## src/rtl/fu_pkg.sv

```systemverilog
// fu_pkg: shared definitions for the queued functional-unit stage.
//   - fu_state_t  : sequencer states (IDLE, OP1, OP2, WAIT, HOLD)
//   - CSR_*       : bit positions inside alu_csr_in / alu_csr_out
//   - FU_CSR_W    : width of both CSR handshake buses
// The command and result entry structs depend on the top-level width
// parameters, so they are declared inside fu_queue_stage next to those
// parameters. Their field order is documented here so other blocks can
// rely on it:
//   command entry : {aluop, op1, op2, tag}
//   result entry  : {data, tag, err}
package fu_pkg;

  typedef enum logic [2:0] {
    ST_IDLE = 3'd0,
    ST_OP1  = 3'd1,
    ST_OP2  = 3'd2,
    ST_WAIT = 3'd3,
    ST_HOLD = 3'd4
  } fu_state_t;

  localparam int unsigned FU_CSR_W = 3;

  // alu_csr_in bits (driven towards the ALU)
  localparam int unsigned CSR_PROTECT = 0;
  localparam int unsigned CSR_OP1V    = 1;
  localparam int unsigned CSR_OP2V    = 2;

  // alu_csr_out bits (returned by the ALU)
  localparam int unsigned CSR_OP1RDY  = 0;
  localparam int unsigned CSR_OP2RDY  = 1;
  localparam int unsigned CSR_RESV    = 2;

endpackage

```

## src/rtl/fu_sync_fifo.sv

```systemverilog
// fu_sync_fifo: single-clock FIFO with extended-pointer full/empty.
// Ports:
//   clk, reset_n          : clock, asynchronous active-low reset (empties FIFO)
//   push, push_data       : write request; ignored while full
//   pop                   : read request; ignored while empty
//   pop_data              : head entry (valid only while !empty)
//   full, empty           : occupancy flags
// DEPTH must be a power of two and at least 2.
module fu_sync_fifo #(
  parameter int unsigned WIDTH = 8,
  parameter int unsigned DEPTH = 4
) (
  input  logic             clk,
  input  logic             reset_n,
  input  logic             push,
  input  logic [WIDTH-1:0] push_data,
  input  logic             pop,
  output logic [WIDTH-1:0] pop_data,
  output logic             full,
  output logic             empty
);

  localparam int unsigned AW = $clog2(DEPTH);

  // One extra pointer bit distinguishes full from empty when the
  // address bits coincide.
  logic [AW:0]      wr_ptr_q;
  logic [AW:0]      rd_ptr_q;
  logic [WIDTH-1:0] mem_q [DEPTH];
  logic             do_push;
  logic             do_pop;

  assign full    = (wr_ptr_q[AW-1:0] == rd_ptr_q[AW-1:0]) && (wr_ptr_q[AW] != rd_ptr_q[AW]);
  assign empty   = (wr_ptr_q == rd_ptr_q);
  assign do_push = push && !full;
  assign do_pop  = pop && !empty;

  always_ff @(posedge clk or negedge reset_n) begin
    if (!reset_n) begin
      wr_ptr_q <= '0;
      rd_ptr_q <= '0;
    end else begin
      if (do_push) wr_ptr_q <= wr_ptr_q + 1'b1;
      if (do_pop)  rd_ptr_q <= rd_ptr_q + 1'b1;
    end
  end

  // Storage carries no reset; emptiness is tracked by the pointers alone.
  always_ff @(posedge clk) begin
    if (do_push) mem_q[wr_ptr_q[AW-1:0]] <= push_data;
  end

  assign pop_data = mem_q[rd_ptr_q[AW-1:0]];

endmodule

```

## src/rtl/fu_queue_stage.sv

```systemverilog
// fu_queue_stage: queued front end for the external ALU.
// Commands arrive on a valid/ready request port, wait in a command FIFO,
// are walked one at a time through the ALU's three-bit CSR handshake, and
// the tagged results leave through a result FIFO on a valid/ready port.
// Ports:
//   clk, reset_n                          : clock, async active-low reset
//   req_valid/req_ready                   : request handshake
//   req_aluop, req_op1, req_op2, req_tag  : request payload
//   rsp_valid/rsp_ready                   : response handshake
//   rsp_data, rsp_tag, rsp_err            : response payload
//   alu_aluop, alu_op1, alu_op2           : registered ALU operands
//   alu_csr_in  : [0] protect result, [1] OP1 valid, [2] OP2 valid
//   alu_csr_out : [0] ready for OP1, [1] ready for OP2, [2] result valid
//   alu_op3                               : ALU result
// Optional feature macro: FU_WDOG_EN enables a per-state watchdog of
// WDOG_CYCLES cycles that aborts a stuck command with rsp_err = 1.
module fu_queue_stage
  import fu_pkg::*;
#(
  parameter int unsigned DBITS       = 32,
  parameter int unsigned ALUOPBITS   = 4,
  parameter int unsigned TAGBITS     = 4,
  parameter int unsigned CMD_DEPTH   = 4,
  parameter int unsigned RES_DEPTH   = 4,
  parameter int unsigned WDOG_CYCLES = 64
) (
  input  logic                 clk,
  input  logic                 reset_n,
  input  logic                 req_valid,
  output logic                 req_ready,
  input  logic [ALUOPBITS-1:0] req_aluop,
  input  logic [DBITS-1:0]     req_op1,
  input  logic [DBITS-1:0]     req_op2,
  input  logic [TAGBITS-1:0]   req_tag,
  output logic                 rsp_valid,
  input  logic                 rsp_ready,
  output logic [DBITS-1:0]     rsp_data,
  output logic [TAGBITS-1:0]   rsp_tag,
  output logic                 rsp_err,
  output logic [ALUOPBITS-1:0] alu_aluop,
  output logic [DBITS-1:0]     alu_op1,
  output logic [DBITS-1:0]     alu_op2,
  output logic [FU_CSR_W-1:0]  alu_csr_in,
  input  logic [FU_CSR_W-1:0]  alu_csr_out,
  input  logic [DBITS-1:0]     alu_op3
);

  typedef struct packed {
    logic [ALUOPBITS-1:0] aluop;
    logic [DBITS-1:0]     op1;
    logic [DBITS-1:0]     op2;
    logic [TAGBITS-1:0]   tag;
  } cmd_entry_t;

  typedef struct packed {
    logic [DBITS-1:0]   data;
    logic [TAGBITS-1:0] tag;
    logic               err;
  } res_entry_t;

  cmd_entry_t           cmd_in;
  cmd_entry_t           cmd_head;
  res_entry_t           res_in;
  res_entry_t           res_head;
  logic                 cmd_push, cmd_pop, cmd_full, cmd_empty;
  logic                 res_push, res_pop, res_full, res_empty;
  logic                 rdy_en_q;
  fu_state_t            state_q, state_d;
  logic                 timeout;
  logic [FU_CSR_W-1:0]  csr_q, csr_d;
  logic [TAGBITS-1:0]   tag_q;
  logic [ALUOPBITS-1:0] aluop_q;
  logic [DBITS-1:0]     op1_q, op2_q;

  // ---- request side: accept into the command FIFO ----
  // rdy_en_q keeps req_ready low during reset and raises it on the first
  // clock after release.
  always_ff @(posedge clk or negedge reset_n) begin
    if (!reset_n) rdy_en_q <= 1'b0;
    else          rdy_en_q <= 1'b1;
  end

  assign req_ready = rdy_en_q && !cmd_full;
  assign cmd_push  = req_valid && req_ready;

  always_comb begin
    cmd_in       = '0;
    cmd_in.aluop = req_aluop;
    cmd_in.op1   = req_op1;
    cmd_in.op2   = req_op2;
    cmd_in.tag   = req_tag;
  end

  fu_sync_fifo #(
    .WIDTH ($bits(cmd_entry_t)),
    .DEPTH (CMD_DEPTH)
  ) u_cmd_fifo (
    .clk       (clk),
    .reset_n   (reset_n),
    .push      (cmd_push),
    .push_data (cmd_in),
    .pop       (cmd_pop),
    .pop_data  (cmd_head),
    .full      (cmd_full),
    .empty     (cmd_empty)
  );

  // ---- sequencer: state register ----
  always_ff @(posedge clk or negedge reset_n) begin
    if (!reset_n) state_q <= ST_IDLE;
    else          state_q <= state_d;
  end

`ifdef FU_WDOG_EN
  localparam int unsigned WDOG_W = $clog2(WDOG_CYCLES + 1);

  logic [WDOG_W-1:0] wdog_cnt_q;
  logic              wdog_hit_q;
  logic              wdog_busy;
  logic              wdog_expire;

  assign wdog_busy   = (state_q == ST_OP1) || (state_q == ST_OP2) || (state_q == ST_WAIT);
  assign wdog_expire = wdog_busy && (wdog_cnt_q == WDOG_W'(WDOG_CYCLES - 1));

  // Counts cycles spent in the current handshake state; any state change
  // restarts it so each handshake step gets the full budget.
  always_ff @(posedge clk or negedge reset_n) begin
    if (!reset_n) begin
      wdog_cnt_q <= '0;
      wdog_hit_q <= 1'b0;
    end else begin
      if (state_d != state_q) wdog_cnt_q <= '0;
      else if (wdog_busy)     wdog_cnt_q <= wdog_cnt_q + 1'b1;
      if (timeout)       wdog_hit_q <= 1'b1;
      else if (res_push) wdog_hit_q <= 1'b0;
    end
  end
`else
  logic unused_wdog_cfg;
  assign unused_wdog_cfg = (WDOG_CYCLES == 0);
`endif

  // ---- sequencer: next-state logic ----
  always_comb begin
    state_d = state_q;
    timeout = 1'b0;
    case (state_q)
      ST_IDLE: if (!cmd_empty)                state_d = ST_OP1;
      ST_OP1:  if (alu_csr_out[CSR_OP1RDY])   state_d = ST_OP2;
      ST_OP2:  if (alu_csr_out[CSR_OP2RDY])   state_d = ST_WAIT;
      ST_WAIT: if (alu_csr_out[CSR_RESV])     state_d = ST_HOLD;
      ST_HOLD: if (!res_full)                 state_d = ST_IDLE;
      default:                                state_d = ST_IDLE;
    endcase
`ifdef FU_WDOG_EN
    // Abort only when the ALU did not respond this cycle.
    if (wdog_expire && (state_d == state_q)) begin
      state_d = ST_HOLD;
      timeout = 1'b1;
    end
`endif
  end

  // ---- sequencer: output logic (FIFO strobes and next CSR value) ----
  always_comb begin
    cmd_pop = 1'b0;
    res_push = 1'b0;
    csr_d   = csr_q;
    case (state_q)
      ST_IDLE: cmd_pop = !cmd_empty;
      ST_OP1: begin
        if (state_d == ST_OP2) csr_d[CSR_OP1V] = 1'b1;
      end
      ST_OP2: begin
        csr_d[CSR_OP1V] = 1'b0;
        if (state_d == ST_WAIT) csr_d[CSR_OP2V] = 1'b1;
      end
      ST_WAIT: begin
        csr_d[CSR_OP2V] = 1'b0;
        if ((state_d == ST_HOLD) && !timeout) csr_d[CSR_PROTECT] = 1'b1;
      end
      ST_HOLD: begin
        res_push = !res_full;
        if (!res_full) csr_d[CSR_PROTECT] = 1'b0;
      end
      default: csr_d = '0;
    endcase
    if (timeout) begin
      csr_d[CSR_OP1V] = 1'b0;
      csr_d[CSR_OP2V] = 1'b0;
    end
  end

  // ---- ALU-facing registers: loaded on command pop ----
  always_ff @(posedge clk or negedge reset_n) begin
    if (!reset_n) begin
      csr_q   <= '0;
      aluop_q <= '0;
      op1_q   <= '0;
      op2_q   <= '0;
      tag_q   <= '0;
    end else begin
      csr_q <= csr_d;
      if (cmd_pop) begin
        aluop_q <= cmd_head.aluop;
        op1_q   <= cmd_head.op1;
        op2_q   <= cmd_head.op2;
        tag_q   <= cmd_head.tag;
      end
    end
  end

  assign alu_csr_in = csr_q;
  assign alu_aluop  = aluop_q;
  assign alu_op1    = op1_q;
  assign alu_op2    = op2_q;

  // ---- result side: push from HOLD, drain on response handshake ----
  always_comb begin
    res_in     = '0;
    res_in.tag = tag_q;
`ifdef FU_WDOG_EN
    res_in.data = wdog_hit_q ? '0 : alu_op3;
    res_in.err  = wdog_hit_q;
`else
    res_in.data = alu_op3;
    res_in.err  = 1'b0;
`endif
  end

  assign res_pop = rsp_valid && rsp_ready;

  fu_sync_fifo #(
    .WIDTH ($bits(res_entry_t)),
    .DEPTH (RES_DEPTH)
  ) u_res_fifo (
    .clk       (clk),
    .reset_n   (reset_n),
    .push      (res_push),
    .push_data (res_in),
    .pop       (res_pop),
    .pop_data  (res_head),
    .full      (res_full),
    .empty     (res_empty)
  );

  // Payload is forced to zero while empty so stale or uninitialised
  // storage never reaches the response port.
  assign rsp_valid = !res_empty;
  assign rsp_data  = res_empty ? '0 : res_head.data;
  assign rsp_tag   = res_empty ? '0 : res_head.tag;
  assign rsp_err   = res_empty ? 1'b0 : res_head.err;

endmodule

```

## config.mk

```make
export PLATFORM = sky130hd
export DESIGN_NAME = fu_queue_stage
export DESIGN_NICKNAME = d
export VERILOG_FILES = /design/src/rtl/fu_pkg.sv /design/src/rtl/fu_sync_fifo.sv /design/src/rtl/fu_queue_stage.sv
export SDC_FILE = /design/constraint.sdc
export NUM_CORES = 1
export LEC_CHECK = 0
export ABC_AREA = 1
export BUFFER_PORTS_ARGS = -buffer_cell sky130_fd_sc_hd__buf_2
export CAP_MARGIN = 0
export CORE_UTILIZATION = 46
export CTS_CLUSTER_DIAMETER = 30
export DETAILED_ROUTE_END_ITERATION = 16
export PLACE_DENSITY = 0.74
export SLEW_MARGIN = 40
export SYNTH_ARGS = -nofsm -noshare
export SYNTH_HDL_FRONTEND = slang
export SYNTH_HIERARCHICAL = 1
export SYNTH_SLANG_ARGS = --single-unit
```

## constraint.sdc

```tcl
create_clock -name clk -period 5.4 [get_ports clk]
set_clock_uncertainty 0.2 [all_clocks]
set_input_delay 0.81 -clock clk [delete_from_list [all_inputs] [get_ports clk]]
set_output_delay 0.81 -clock clk [all_outputs]
set_load 0.005 [all_outputs]
```

==> flow_metrics.tcl <==
set metrics [dict create \
    hold_buffers 0 \
    drt_iter0_drc 1080 \
    h-tree-depth 3 \
    synth.area.top_cells "edfxtp_1, dfrtp_1, nand2_1" \
    nFillCells 3335 \
    synth-main-ff-cell "edfxtp_1" \
    dp_cells 2349 \
    crit_fanout 39 \
    tightestPinTransition_ps 815 \
    port_buffers 220 \
    ir_worst_vdd_v 0.000328 \
    synth_area_per_cell_um2 12.6 \
    cts_tree "built" \
    cp.arrival_ps 2850 \
    critical_path_required_ps 4390 \
    drc 0 \
    place.gp.congestion 0.780 \
    ys_ff_latch 527 \
    grt-ovfl-total 0 \
    synth_most_common_cell "edfxtp_1" \
    wl_per_cell_um 18.0 \
    critPathBufInv 3 \
    setup_viol 0 \
    cp-end-kind "output port" \
    regToRegStartpoint "u_cmd_fifo/rd_ptr_q[0]$_DFFE_PN0P_" \
    rr_endpoint "u_cmd_fifo/mem_q[3][34]$_DFFE_PP_" \
    grt_max_degree 105 \
    area_delta_synth_final_pct 23.7 \
    synth_edf_count 436 \
    ys_top_cells_by_count "edfxtp_1, nand2_1, nor2_1" \
    reg2reg_slack_ps 1690 \
    yosysUniqueCellTypes 28 \
    clk_pin_slew_ps 50 \
    slew_viol_final 0 \
    die_h_um 212 \
    hp-class "in2async" \
    clock.fmax_mhz 259 \
    max_stage_delay_ps 550 \
    die_w_um 212 \
    dieArea_mm2 0.0452 \
    instances_no_fill 2529 \
    critPathKind "reg2out" \
    ant_nets 0 \
    drive_above_1_share_pct 21.8 \
    vias_per_cell 5.21 \
    leakagePower_nw 9.93 \
    synth_largest_area_cell "edfxtp_1" \
    fin_crit_sh_pct 71.5 \
    rows 76 \
    yosysSeqAreaShare_pct 75.4 \
    routed_wl_um 45500 \
    status "completed" \
    path_cells "inv_2, nand2_1, nand2_1, nand3_4, inv_2, nor2_1, buf_2" \
    grt_pass1_vias 13200 \
    dp_hpwl_um 25200 \
    yosys_warnings 6 \
    drv_cap 0 \
    post_cts_buffers 0 \
    hold_violations 0 \
    numCtsBuffers 93 \
    syn_area_mm2 0.0204 \
    numClockSinks 527 \
    cp_slowest_cell "inv_2" \
    cp_top_family "buffers and inverters" \
    ioPinCount 221 \
    grt_use_total_pct 20.5 \
    maxSlewHeadroom_pct 45.7 \
    grt_antenna_before_repair 15 \
    yosys.area.top_type_share_pct 64.2 \
    tns_ps 0 \
    cp.depth 7 \
    synthCells 1613 \
    cts_resized 0 \
    powerDensity_mw_per_mm2 609 \
    min_period_ps 3860 \
    start_kind "register" \
    r2r_cells 11 \
    synthArstFlopShare_pct 17.3 \
    grt_pass1_wl_um 70900 \
    layout.nets 1980 \
    rsz0062_at_grt "no" \
    start_util_pct 47.0 \
    vias 13200 \
    clkLatencyLatePin_ps 610 \
    clockBufferDepth 3 \
    root_buffer "clkbuf_16" \
    fp.coreArea_mm2 0.0434 \
    dr.pass1.iters 5 \
]
==> worst register-to-register path: stages, from the launching register on <==
cell and delay, ps:
dfrtp_4 870, inv_4 370, nand2_4 170, nand2_4 70
nand3_4 90, inv_1 70, nor3b_1 490, nand2_1 100
inv_1 110, nand2_1 120, clkinv_4 370, buf_4 370
==> cell type report <==
type                            count  area, µm²  area share (%)
Tap cell                          585        732            2.90
Antenna cell                        6       15.0          0.0595
Inverter                           72        283            1.12
Sequential cell                   527      15400            61.0
Clock inverter                     65        776            3.08
Multi-Input combinational cell    927       4320            17.1
Clock buffer                      109       2440            9.67
Timing Repair Buffer              238       1280            5.08
==> where the power goes <==
| group | switching, mW | internal (mW) |
|---|---|---|
| clock network | 2.00 | 3.84 |
| logic | 2.69 | 1.32 |
| registers | 0.418 | 5.08 |
==> state kept, by name, indices dropped and copies added (netlist names) <==
register,flops
u_res_fifo/wr_ptr_q,3
alu_op1,32
state_q,3
alu_aluop,4
u_res_fifo/mem_q,148
u_res_fifo/rd_ptr_q,3
alu_op2,32
u_cmd_fifo/mem_q,288
rdy_en_q,1
u_cmd_fifo/wr_ptr_q,3
alu_csr_in,3
tag_q,4
u_cmd_fifo/rd_ptr_q,3
==> worst max path at each step <==
stage                                                  start                                 to  slack, ps
after detailed placement  u_cmd_fifo/rd_ptr_q[0]$_DFFE_PN0P_  u_cmd_fifo/mem_q[2][29]$_DFFE_PP_       1680
after CTS                 u_res_fifo/rd_ptr_q[1]$_DFFE_PN0P_                         rsp_tag[1]       1500
after global placement    u_cmd_fifo/rd_ptr_q[0]$_DFFE_PN0P_  u_cmd_fifo/mem_q[3][36]$_DFFE_PP_       1570
after floorplan           u_cmd_fifo/rd_ptr_q[0]$_DFFE_PN0P_   u_cmd_fifo/mem_q[0][0]$_DFFE_PP_        240
after global routing      u_res_fifo/rd_ptr_q[1]$_DFFE_PN0P_                         rsp_tag[1]       1350
final                     u_res_fifo/rd_ptr_q[1]$_DFFE_PN0P_                         rsp_tag[1]       1540
==> metal layers <==
layer	track usage, %	share of wire (%)	routed length, µm
met1	25.4	40	18400
met2	33.5	49	22200
met4	8.14	2.3	1050
met5	0	0.32	147
met3	6.22	8.2	3720
==> cell usage in the layout, fill, tap and decap left out, types with 12 or more instances in the layout <==
cell,n
inv_6,12
inv_1,64
clkbuf_1,12
clkinv_2,17
edfxtp_1,436
o22ai_1,109
buf_2,219
o21ai_1,14
nor2_1,265
o21ai_0,205
buf_4,15
clkbuf_16,94
dfrtp_1,88
bufinv_16,12
nand3_1,17
nand2_1,277
==> kinds of logic (layout without fill, tap and decap cells) <==
kind of cell	after synthesis	count (layout)	synth area share (%)
buffers and inverters	162	484	3.77
other	2	11	0.0368
xor gates and xnor gates	2	2	0.0860
and+or+nand+nor	582	582	11.4
adders and majority gates	10	10	0.614
AOI/OAI and AO/OA	328	328	8.72
DFF	527	527	75.4
==> through the flow <==
stage          utilization (%)  total power, mW  hold slack (ps)  setup WS [ps]  instance area [µm²]
3_5_place_dp              50.7             9.57              260           1680                22000
3_3_place_gp              50.7             9.42              258           1570                22000
6_report                  58.2             15.3             33.2           1540                25200
2_1_floorplan                -             8.21              264            240                20400
4_1_cts                   58.1             15.5             40.0           1500                25200
5_1_grt                   58.1             16.2             76.6           1350                25200
(Power assumes the default switching activity.)
